===== config.mk =====
export PLATFORM = sky130hd
export DESIGN_NAME = mem_port_arbiter_flat
export DESIGN_NICKNAME = d
export VERILOG_FILES = /design/src/rtl/mem_port_arbiter_if.sv /design/src/rtl/mem_port_arbiter.sv /design/src/flat_wrapper.sv
export SDC_FILE = /design/constraint.sdc
export NUM_CORES = 1
export LEC_CHECK = 0
export ABC_CLOCK_PERIOD_IN_PS = 2700
export CAP_MARGIN = 20
export CORE_ASPECT_RATIO = 1.5
export CORE_UTILIZATION = 38
export DETAILED_ROUTE_END_ITERATION = 16
export PLACE_DENSITY_LB_ADDON = 0.25
export SYNTH_ARGS = -nofsm -noshare
export SYNTH_HDL_FRONTEND = slang
export SYNTH_SLANG_ARGS = --single-unit

===== constraint.sdc =====
create_clock -name clk -period 2.7 [get_ports clk]
set_input_delay 0.54 -clock clk [delete_from_list [all_inputs] [get_ports clk]]
set_output_delay 0.54 -clock clk [all_outputs]
set_load 0.01 [all_outputs]

===== src/rtl/mem_port_arbiter_if.sv =====
// Bundle of the fetch, data and main-memory handshake signals around the
// shared memory port. The arbiter takes the slave view; the requesters and
// the memory together take the master view.
interface mem_port_arbiter_if #(
    parameter int DATA_WIDTH = 32,
    parameter int ADDR_WIDTH = 32
);
    // Fetch-stage side
    logic                    i_req_i;
    logic [ADDR_WIDTH-1:0]   i_addr_i;
    logic                    i_cancel_i;
    logic                    i_ready_o;
    logic [DATA_WIDTH-1:0]   i_rdata_o;
    // Memory-stage side
    logic                    d_req_i;
    logic                    d_we_i;
    logic [ADDR_WIDTH-1:0]   d_addr_i;
    logic [DATA_WIDTH-1:0]   d_wdata_i;
    logic [DATA_WIDTH/8-1:0] d_be_i;
    logic                    d_ready_o;
    logic [DATA_WIDTH-1:0]   d_rdata_o;
    // Main-memory port
    logic                    mem_req_o;
    logic                    mem_we_o;
    logic [ADDR_WIDTH-1:0]   mem_addr_o;
    logic [DATA_WIDTH-1:0]   mem_wdata_o;
    logic [DATA_WIDTH/8-1:0] mem_be_o;
    logic                    mem_ack_i;
    logic [DATA_WIDTH-1:0]   mem_rdata_i;
    // Hazard unit and status
    logic                    stall_f_o;
    logic                    stall_m_o;
    logic                    busy_o;

    modport slave (
        input  i_req_i, i_addr_i, i_cancel_i,
        input  d_req_i, d_we_i, d_addr_i, d_wdata_i, d_be_i,
        input  mem_ack_i, mem_rdata_i,
        output i_ready_o, i_rdata_o, d_ready_o, d_rdata_o,
        output mem_req_o, mem_we_o, mem_addr_o, mem_wdata_o, mem_be_o,
        output stall_f_o, stall_m_o, busy_o
    );

    modport master (
        output i_req_i, i_addr_i, i_cancel_i,
        output d_req_i, d_we_i, d_addr_i, d_wdata_i, d_be_i,
        output mem_ack_i, mem_rdata_i,
        input  i_ready_o, i_rdata_o, d_ready_o, d_rdata_o,
        input  mem_req_o, mem_we_o, mem_addr_o, mem_wdata_o, mem_be_o,
        input  stall_f_o, stall_m_o, busy_o
    );
endinterface


===== src/rtl/mem_port_arbiter.sv =====
// Shares one single-ported, variable-latency memory port between instruction
// fetch and the data stage. Data wins ties (it belongs to the older
// instruction) unless fetch has been passed over STARVE_LIMIT times in a row.
// A fetch in flight can be cancelled by a mispredict redirect: the memory
// access still completes but its result is dropped.
module mem_port_arbiter #(
    parameter int DATA_WIDTH   = 32,
    parameter int ADDR_WIDTH   = 32,
    parameter int STARVE_LIMIT = 4
) (
    input  logic                  clk,
    input  logic                  rst,
    mem_port_arbiter_if.slave     bus
);
    localparam int CW = $clog2(STARVE_LIMIT + 1);
    localparam logic [CW-1:0] LIMIT = CW'(STARVE_LIMIT);

    typedef enum logic [1:0] {IDLE, SERVE_I, SERVE_D} state_t;

    state_t                  state, state_next;
    logic                    grant_i, grant_d;
    logic                    i_elig, d_elig, starved;
    logic                    i_ready_q, d_ready_q;
    logic [DATA_WIDTH-1:0]   i_rdata_q, d_rdata_q;
    logic                    lat_we;
    logic [ADDR_WIDTH-1:0]   lat_addr;
    logic [DATA_WIDTH-1:0]   lat_wdata;
    logic [DATA_WIDTH/8-1:0] lat_be;
    logic [CW-1:0]           starve_cnt;
    logic                    cancel_flag;

    // A requester whose ready pulse is out this cycle still shows req high;
    // it must not be granted again until its req has had a chance to drop.
    assign i_elig  = bus.i_req_i & ~i_ready_q;
    assign d_elig  = bus.d_req_i & ~d_ready_q;
    assign starved = (starve_cnt == LIMIT);

    // State register.
    // NOTE: sync reset and non-blocking assignment for every clocked state element.
    always_ff @(posedge clk) begin
        if (rst) state <= IDLE;
        else     state <= state_next;
    end

    // Next-state and grant decision.
    // NOTE: defaults first so every path assigns every output -- no latches.
    always_comb begin
        state_next = state;
        grant_i    = 1'b0;
        grant_d    = 1'b0;
        case (state)
            IDLE: begin
                if (d_elig && (!i_elig || !starved)) begin
                    grant_d    = 1'b1;
                    state_next = SERVE_D;
                end else if (i_elig) begin
                    grant_i    = 1'b1;
                    state_next = SERVE_I;
                end
            end
            SERVE_I, SERVE_D: if (bus.mem_ack_i) state_next = IDLE;
            default: state_next = IDLE;
        endcase
    end

    // Port request and busy follow directly from the state.
    always_comb begin
        bus.mem_req_o = (state != IDLE);
        bus.busy_o    = (state != IDLE);
    end

    // Transaction latch, completion capture, starvation count and cancel flag.
    always_ff @(posedge clk) begin
        if (rst) begin
            i_ready_q   <= 1'b0;
            d_ready_q   <= 1'b0;
            i_rdata_q   <= '0;
            d_rdata_q   <= '0;
            lat_we      <= 1'b0;
            lat_addr    <= '0;
            lat_wdata   <= '0;
            lat_be      <= '0;
            starve_cnt  <= '0;
            cancel_flag <= 1'b0;
        end else begin
            i_ready_q <= 1'b0;
            d_ready_q <= 1'b0;

            if (grant_i) begin
                lat_we     <= 1'b0;
                lat_addr   <= bus.i_addr_i;
                lat_wdata  <= '0;
                lat_be     <= '1;
                starve_cnt <= '0;
            end

            if (grant_d) begin
                lat_we    <= bus.d_we_i;
                lat_addr  <= bus.d_addr_i;
                lat_wdata <= bus.d_wdata_i;
                lat_be    <= bus.d_be_i;
                if (!bus.i_req_i) starve_cnt <= '0;
                else if (!starved) starve_cnt <= starve_cnt + 1'b1;
            end

            if (state == SERVE_I) begin
                if (bus.mem_ack_i) begin
                    // A cancel arriving in the ack cycle itself still counts.
                    if (!cancel_flag && !bus.i_cancel_i) begin
                        i_ready_q <= 1'b1;
                        i_rdata_q <= bus.mem_rdata_i;
                    end
                    cancel_flag <= 1'b0;
                end else if (bus.i_cancel_i) begin
                    cancel_flag <= 1'b1;
                end
            end

            if (state == SERVE_D && bus.mem_ack_i) begin
                d_ready_q <= 1'b1;
                if (!lat_we) d_rdata_q <= bus.mem_rdata_i;
            end
        end
    end

    assign bus.i_ready_o   = i_ready_q;
    assign bus.i_rdata_o   = i_rdata_q;
    assign bus.d_ready_o   = d_ready_q;
    assign bus.d_rdata_o   = d_rdata_q;
    assign bus.mem_we_o    = lat_we;
    assign bus.mem_addr_o  = lat_addr;
    assign bus.mem_wdata_o = lat_wdata;
    assign bus.mem_be_o    = lat_be;
    assign bus.stall_f_o   = bus.i_req_i & ~i_ready_q;
    assign bus.stall_m_o   = bus.d_req_i & ~d_ready_q;
endmodule

===== src/flat_wrapper.sv =====
// flat-port wrapper written by rule: the top's interface ports become plain ports
module mem_port_arbiter_flat 
#(
    parameter int DATA_WIDTH   = 32,
    parameter int ADDR_WIDTH   = 32,
    parameter int STARVE_LIMIT = 4
)
  (clk, rst, bus_i_req_i, bus_i_addr_i, bus_i_cancel_i, bus_d_req_i, bus_d_we_i, bus_d_addr_i, bus_d_wdata_i, bus_d_be_i, bus_mem_ack_i, bus_mem_rdata_i, bus_i_ready_o, bus_i_rdata_o, bus_d_ready_o, bus_d_rdata_o, bus_mem_req_o, bus_mem_we_o, bus_mem_addr_o, bus_mem_wdata_o, bus_mem_be_o, bus_stall_f_o, bus_stall_m_o, bus_busy_o);
  mem_port_arbiter_if #(.DATA_WIDTH(DATA_WIDTH), .ADDR_WIDTH(ADDR_WIDTH)) bus_i ();
  input  logic clk;
  input  logic rst;
  input wire logic [$bits(bus_i.i_req_i)-1:0] bus_i_req_i;
  input wire logic [$bits(bus_i.i_addr_i)-1:0] bus_i_addr_i;
  input wire logic [$bits(bus_i.i_cancel_i)-1:0] bus_i_cancel_i;
  input wire logic [$bits(bus_i.d_req_i)-1:0] bus_d_req_i;
  input wire logic [$bits(bus_i.d_we_i)-1:0] bus_d_we_i;
  input wire logic [$bits(bus_i.d_addr_i)-1:0] bus_d_addr_i;
  input wire logic [$bits(bus_i.d_wdata_i)-1:0] bus_d_wdata_i;
  input wire logic [$bits(bus_i.d_be_i)-1:0] bus_d_be_i;
  input wire logic [$bits(bus_i.mem_ack_i)-1:0] bus_mem_ack_i;
  input wire logic [$bits(bus_i.mem_rdata_i)-1:0] bus_mem_rdata_i;
  output wire logic [$bits(bus_i.i_ready_o)-1:0] bus_i_ready_o;
  output wire logic [$bits(bus_i.i_rdata_o)-1:0] bus_i_rdata_o;
  output wire logic [$bits(bus_i.d_ready_o)-1:0] bus_d_ready_o;
  output wire logic [$bits(bus_i.d_rdata_o)-1:0] bus_d_rdata_o;
  output wire logic [$bits(bus_i.mem_req_o)-1:0] bus_mem_req_o;
  output wire logic [$bits(bus_i.mem_we_o)-1:0] bus_mem_we_o;
  output wire logic [$bits(bus_i.mem_addr_o)-1:0] bus_mem_addr_o;
  output wire logic [$bits(bus_i.mem_wdata_o)-1:0] bus_mem_wdata_o;
  output wire logic [$bits(bus_i.mem_be_o)-1:0] bus_mem_be_o;
  output wire logic [$bits(bus_i.stall_f_o)-1:0] bus_stall_f_o;
  output wire logic [$bits(bus_i.stall_m_o)-1:0] bus_stall_m_o;
  output wire logic [$bits(bus_i.busy_o)-1:0] bus_busy_o;
  assign bus_i.i_req_i = bus_i_req_i;
  assign bus_i.i_addr_i = bus_i_addr_i;
  assign bus_i.i_cancel_i = bus_i_cancel_i;
  assign bus_i.d_req_i = bus_d_req_i;
  assign bus_i.d_we_i = bus_d_we_i;
  assign bus_i.d_addr_i = bus_d_addr_i;
  assign bus_i.d_wdata_i = bus_d_wdata_i;
  assign bus_i.d_be_i = bus_d_be_i;
  assign bus_i.mem_ack_i = bus_mem_ack_i;
  assign bus_i.mem_rdata_i = bus_mem_rdata_i;
  assign bus_i_ready_o = bus_i.i_ready_o;
  assign bus_i_rdata_o = bus_i.i_rdata_o;
  assign bus_d_ready_o = bus_i.d_ready_o;
  assign bus_d_rdata_o = bus_i.d_rdata_o;
  assign bus_mem_req_o = bus_i.mem_req_o;
  assign bus_mem_we_o = bus_i.mem_we_o;
  assign bus_mem_addr_o = bus_i.mem_addr_o;
  assign bus_mem_wdata_o = bus_i.mem_wdata_o;
  assign bus_mem_be_o = bus_i.mem_be_o;
  assign bus_stall_f_o = bus_i.stall_f_o;
  assign bus_stall_m_o = bus_i.stall_m_o;
  assign bus_busy_o = bus_i.busy_o;
  mem_port_arbiter #(.DATA_WIDTH(DATA_WIDTH), .ADDR_WIDTH(ADDR_WIDTH), .STARVE_LIMIT(STARVE_LIMIT)) u_core (.clk(clk), .rst(rst), .bus(bus_i));
endmodule

==> impl_summary.md <==
Run status
The run finished with clean final reports.

Power and ir drop
Combinational cells account for 24.4% of the total power. The internal cell power is 0.00425 W. The share of total power dissipated in the clock network is 36.4%. The register share of total power is between 30% and 40%.

The worst voltage drop across the vdd grid is around 470 uV. The total power per unit cell area is 671 mW/mm2. Of the total power, the share spent switching nets is 29.1%.

The switching power summed over all nets is 0.00174 W. The leakage power of the design is 3.17 nW.

GRT
Entering global routing, the biggest net connects 47 pins. Global routing used approximately 23% of the available tracks across all layers. The total congestion overflow is 0. The number of global-route vias before repair is 5207. The first global-routing pass estimated 26500 um of wire.

The initial antenna violation count came to 0.

Clock network
The source-to-sink clock delay at the later pin of the worst-skew pair is 0.41 ns. The total clock sinks is 141. The root buffer cell is clkbuf_16. In this run, post-CTS hold repair placed 0 buffers.

In this run the number of H-tree levels came out at 4. The number of post-CTS setup repair buffers is 0. After clock tree synthesis, the clock-pin slew on the worst setup and hold paths is 0.06 ns.

The clock tree from TritonCTS is built. The clock passes through at most 2 buffers. The number of gates resized after CTS was 0. The number of buffers created by CTS is 17.

Critical path
Along the worst path, the maximum fanout reaches 10. The setup check on the worst reg-to-reg path leaves a slack of 0.93 ns. The startpoint identified for the worst register-to-register timing path is u_core.state[1]$_SDFFE_PP0P_.

The critical path is of the in2out type. The arrival time of the worst setup path is 1.92 ns. The count of cells along the worst register-to-register path is 6. The type of element capturing the critical path is a primary output. STA classifies the critical path startpoint as an input port. The capture point of the worst reg-to-reg path is u_core.bus.mem_addr_o[11]$_SDFFE_PP0P_. For the worst setup path, the data required time is 2.16 ns.

Floorplanning
The floorplan die width is a little under 100 um. For this configuration, the core starts out at a cell density of about 40%. The number of core rows is 53. The region available for standard cell placement spans 0.0139 mm2. The vertical extent of the die is 148 um. The die outline area is ~0.015 mm2. The number of ports placed on the die boundary is 278.

STA
The post-route minimum period is 2.46 ns. The final setup TNS is 0 ns. The headroom to the max-slew limit is 54.4%.

The tightest hold path in the finished design has a slack of 0.452 ns. At the pin with the least slew margin, the transition time is 0.684 ns. Setup repair after global routing left no endpoint under its margin. The setup violation total in the final timing report is 0. Setup slack closes at 0.241 ns. Based on the critical path, the design can be clocked at up to around 400 MHz. The share of the clock period used by the worst path after layout is 91.1%. The max-slew violation count is 0. The total count of hold-check failures in the final report is 0. On the final layout, the worst clock skew is 0.00877 ns.

Drt
The total vias in the final route is ~5400. The count of routing violations after the opening detailed-route iteration is about 190. The first TritonRoute pass finished after 4 iterations. Dividing the detail-routed wire length by the instance count gives approximately 16 um. The detailed-route DRC error count is 0. The number of nets with antenna violations after routing is 0. The number of vias per cell after detailed routing is 5.03. After detailed routing, the total wire length is 17000 um.

Synth
Ranked by total cell area, the synthesized netlist is headed by dfxtp_1 52%, nand2_1 9.3%, a21oi_1 6.3%. The net count after synthesis is around 800. The synthesized flop and latch total is 141. The mean area per synthesized cell is 8.41 um2.

During synthesis, Yosys emitted a total of 0 warnings. The share of the synthesized area in the top cell type is a little over half. After technology mapping, the gate count stands at 643. Summing every instance area after synthesis gives 0.00541 mm2. The biggest area contributor in the post-synthesis netlist is dfxtp_1.

In this run, distinct cell masters in the synthesized netlist total 37. Of the synthesized area, sequential elements account for 52.2%.

Final layout
The top cell types in the final layout, fill and taps aside, are 276 x clkdlybuf4s50_1, 141 x dfxtp_1, 134 x nand2_1, 73 x nor2_1, 68 x a21oi_1. The utilization of the core after routing is 64.1%. Relative to the synthesized area, the layout overhead comes to 65.0%. The most common library cell in the layout ignoring fill and taps is clkdlybuf4s50_1. The post-route netlist has 8.94% of its cells at a drive strength greater than 1.

The number of diodes added for antenna fixing is 0. After the last flow step, the layout net total stands at roughly 1000. The final instance area is 0.00893 mm2.

Placement
The detailed placer's ending HPWL is about 12000 um. After detailed placement, the total cell area comes to 0.00838 mm2. Routability-driven placement finished with a final weighted congestion of 0.764. The count of buffers added on input and output ports is 277.

Prior to clock tree synthesis, the placed netlist has a worst setup slack of approximately 0.23 ns.

Hold path
The terminating pin of the worst hold path is u_core.bus.d_rdata_o[23]$_SDFFE_PP0P_. In this run the most critical hold path is launched from u_core.bus.d_rdata_o[23]$_SDFFE_PP0P_. The min-delay analysis places its worst path in the category reg2reg. Along the worst hold path, the cell count comes to 2.

Job
The tool flagged a number of max-cap violations equal to 0.
layout make-up:
class	count	area [um2]
Multi-Input combinational cell	439	2300
Tap cell	165	206
Timing Repair Buffer	299	3020
Inverter	6	23.8
Clock inverter	12	103
Sequential cell	141	2820
Fill cell	1228	5000
Clock buffer	20	447
power by group through the flow:
| stage | clock (W) | sequential [W] | combinational [W] |
|---|---|---|---|
| 5_1_grt | 0.00231 | 0.00237 | 0.00159 |
| 2_1_floorplan | 0 | 0.00247 | 0.000617 |
| 4_1_cts | 0.00223 | 0.00235 | 0.00148 |
| 3_5_place_dp | 0 | 0.00240 | 0.00147 |
| 6_report | 0.00218 | 0.00235 | 0.00146 |
| 3_3_place_gp | 0 | 0.00239 | 0.00146 |
state kept, by name, summed over array words and instances, names as in the netlist:
signal,count
u_core.bus.d_rdata_o,32
u_core.bus.d_ready_o,1
u_core.bus.i_rdata_o,32
u_core.bus.i_ready_o,1
u_core.bus.mem_addr_o,32
u_core.bus.mem_be_o,4
u_core.bus.mem_wdata_o,32
u_core.bus.mem_we_o,1
u_core.cancel_flag,1
u_core.starve_cnt,3
u_core.state,2
synthesized netlist by cell type (all sizes together):
cell and number:
nand2b 2, nand3b 1, ha 5, mux2i 2, clkbuf 35, a211oi 2, clkinv 1, inv 5
o211ai 2, dfxtp 141, nor2 74, and3 1, nand3 1, buf 22, a32oi 1, nor2b 1
a22oi 34, o21ai 2, or4 1, a31oi 1, o22ai 4, o21a 1, nor3 65, or3 1
nand4 1, or2 1, nor4 32, nand2 135, a21oi 68, o211a 1
cells by family after synthesis:
kind of cell               count (synthesis)  synth area share [%]
AOI/OAI and AO/OA                        116                  13.1
adders and majority gates                  5                  1.16
and+or+nand+nor                          316                  27.8
muxes                                      2                 0.370
buffers and inverters                     63                  5.39
DFF                                      141                  52.2
layer usage:
layer  part of all wire, %  track usage (%)
met1                    40             26.1
met2                    51             40.5
met3                   8.4             8.04
met4                   1.1             6.10
met5                     0                0
worst max-delay path, cell delays in order:
cell             delay, ns
clkdlybuf4s50_1       0.48
nor2b_1               0.14
buf_4                 0.19
clkdlybuf4s50_1       0.58
stage by stage:
step	power (W)	instances
final	0.00599	1082
after detailed placement	0.00387	1050
after floorplan	0.00309	643
after global routing	0.00627	1082
after global placement	0.00385	1050
after CTS	0.00606	1082
how the worst max path moves through the flow:
stage	depth (start not counted)	slack, ns	to	from
finish	4	0.24	bus_stall_m_o	bus_d_req_i
global placement	4	0.23	bus_stall_m_o	bus_d_req_i
CTS	4	0.21	bus_busy_o	u_core.state[0]$_SDFFE_PP0P_
global route	4	0.15	bus_mem_req_o	u_core.state[0]$_SDFFE_PP0P_
detailed placement	4	0.23	bus_stall_m_o	bus_d_req_i
floorplan	7	1.06	u_core.bus.mem_addr_o[0]$_SDFFE_PP0P_	bus_d_req_i
Power figures use the tool's default switching activity.
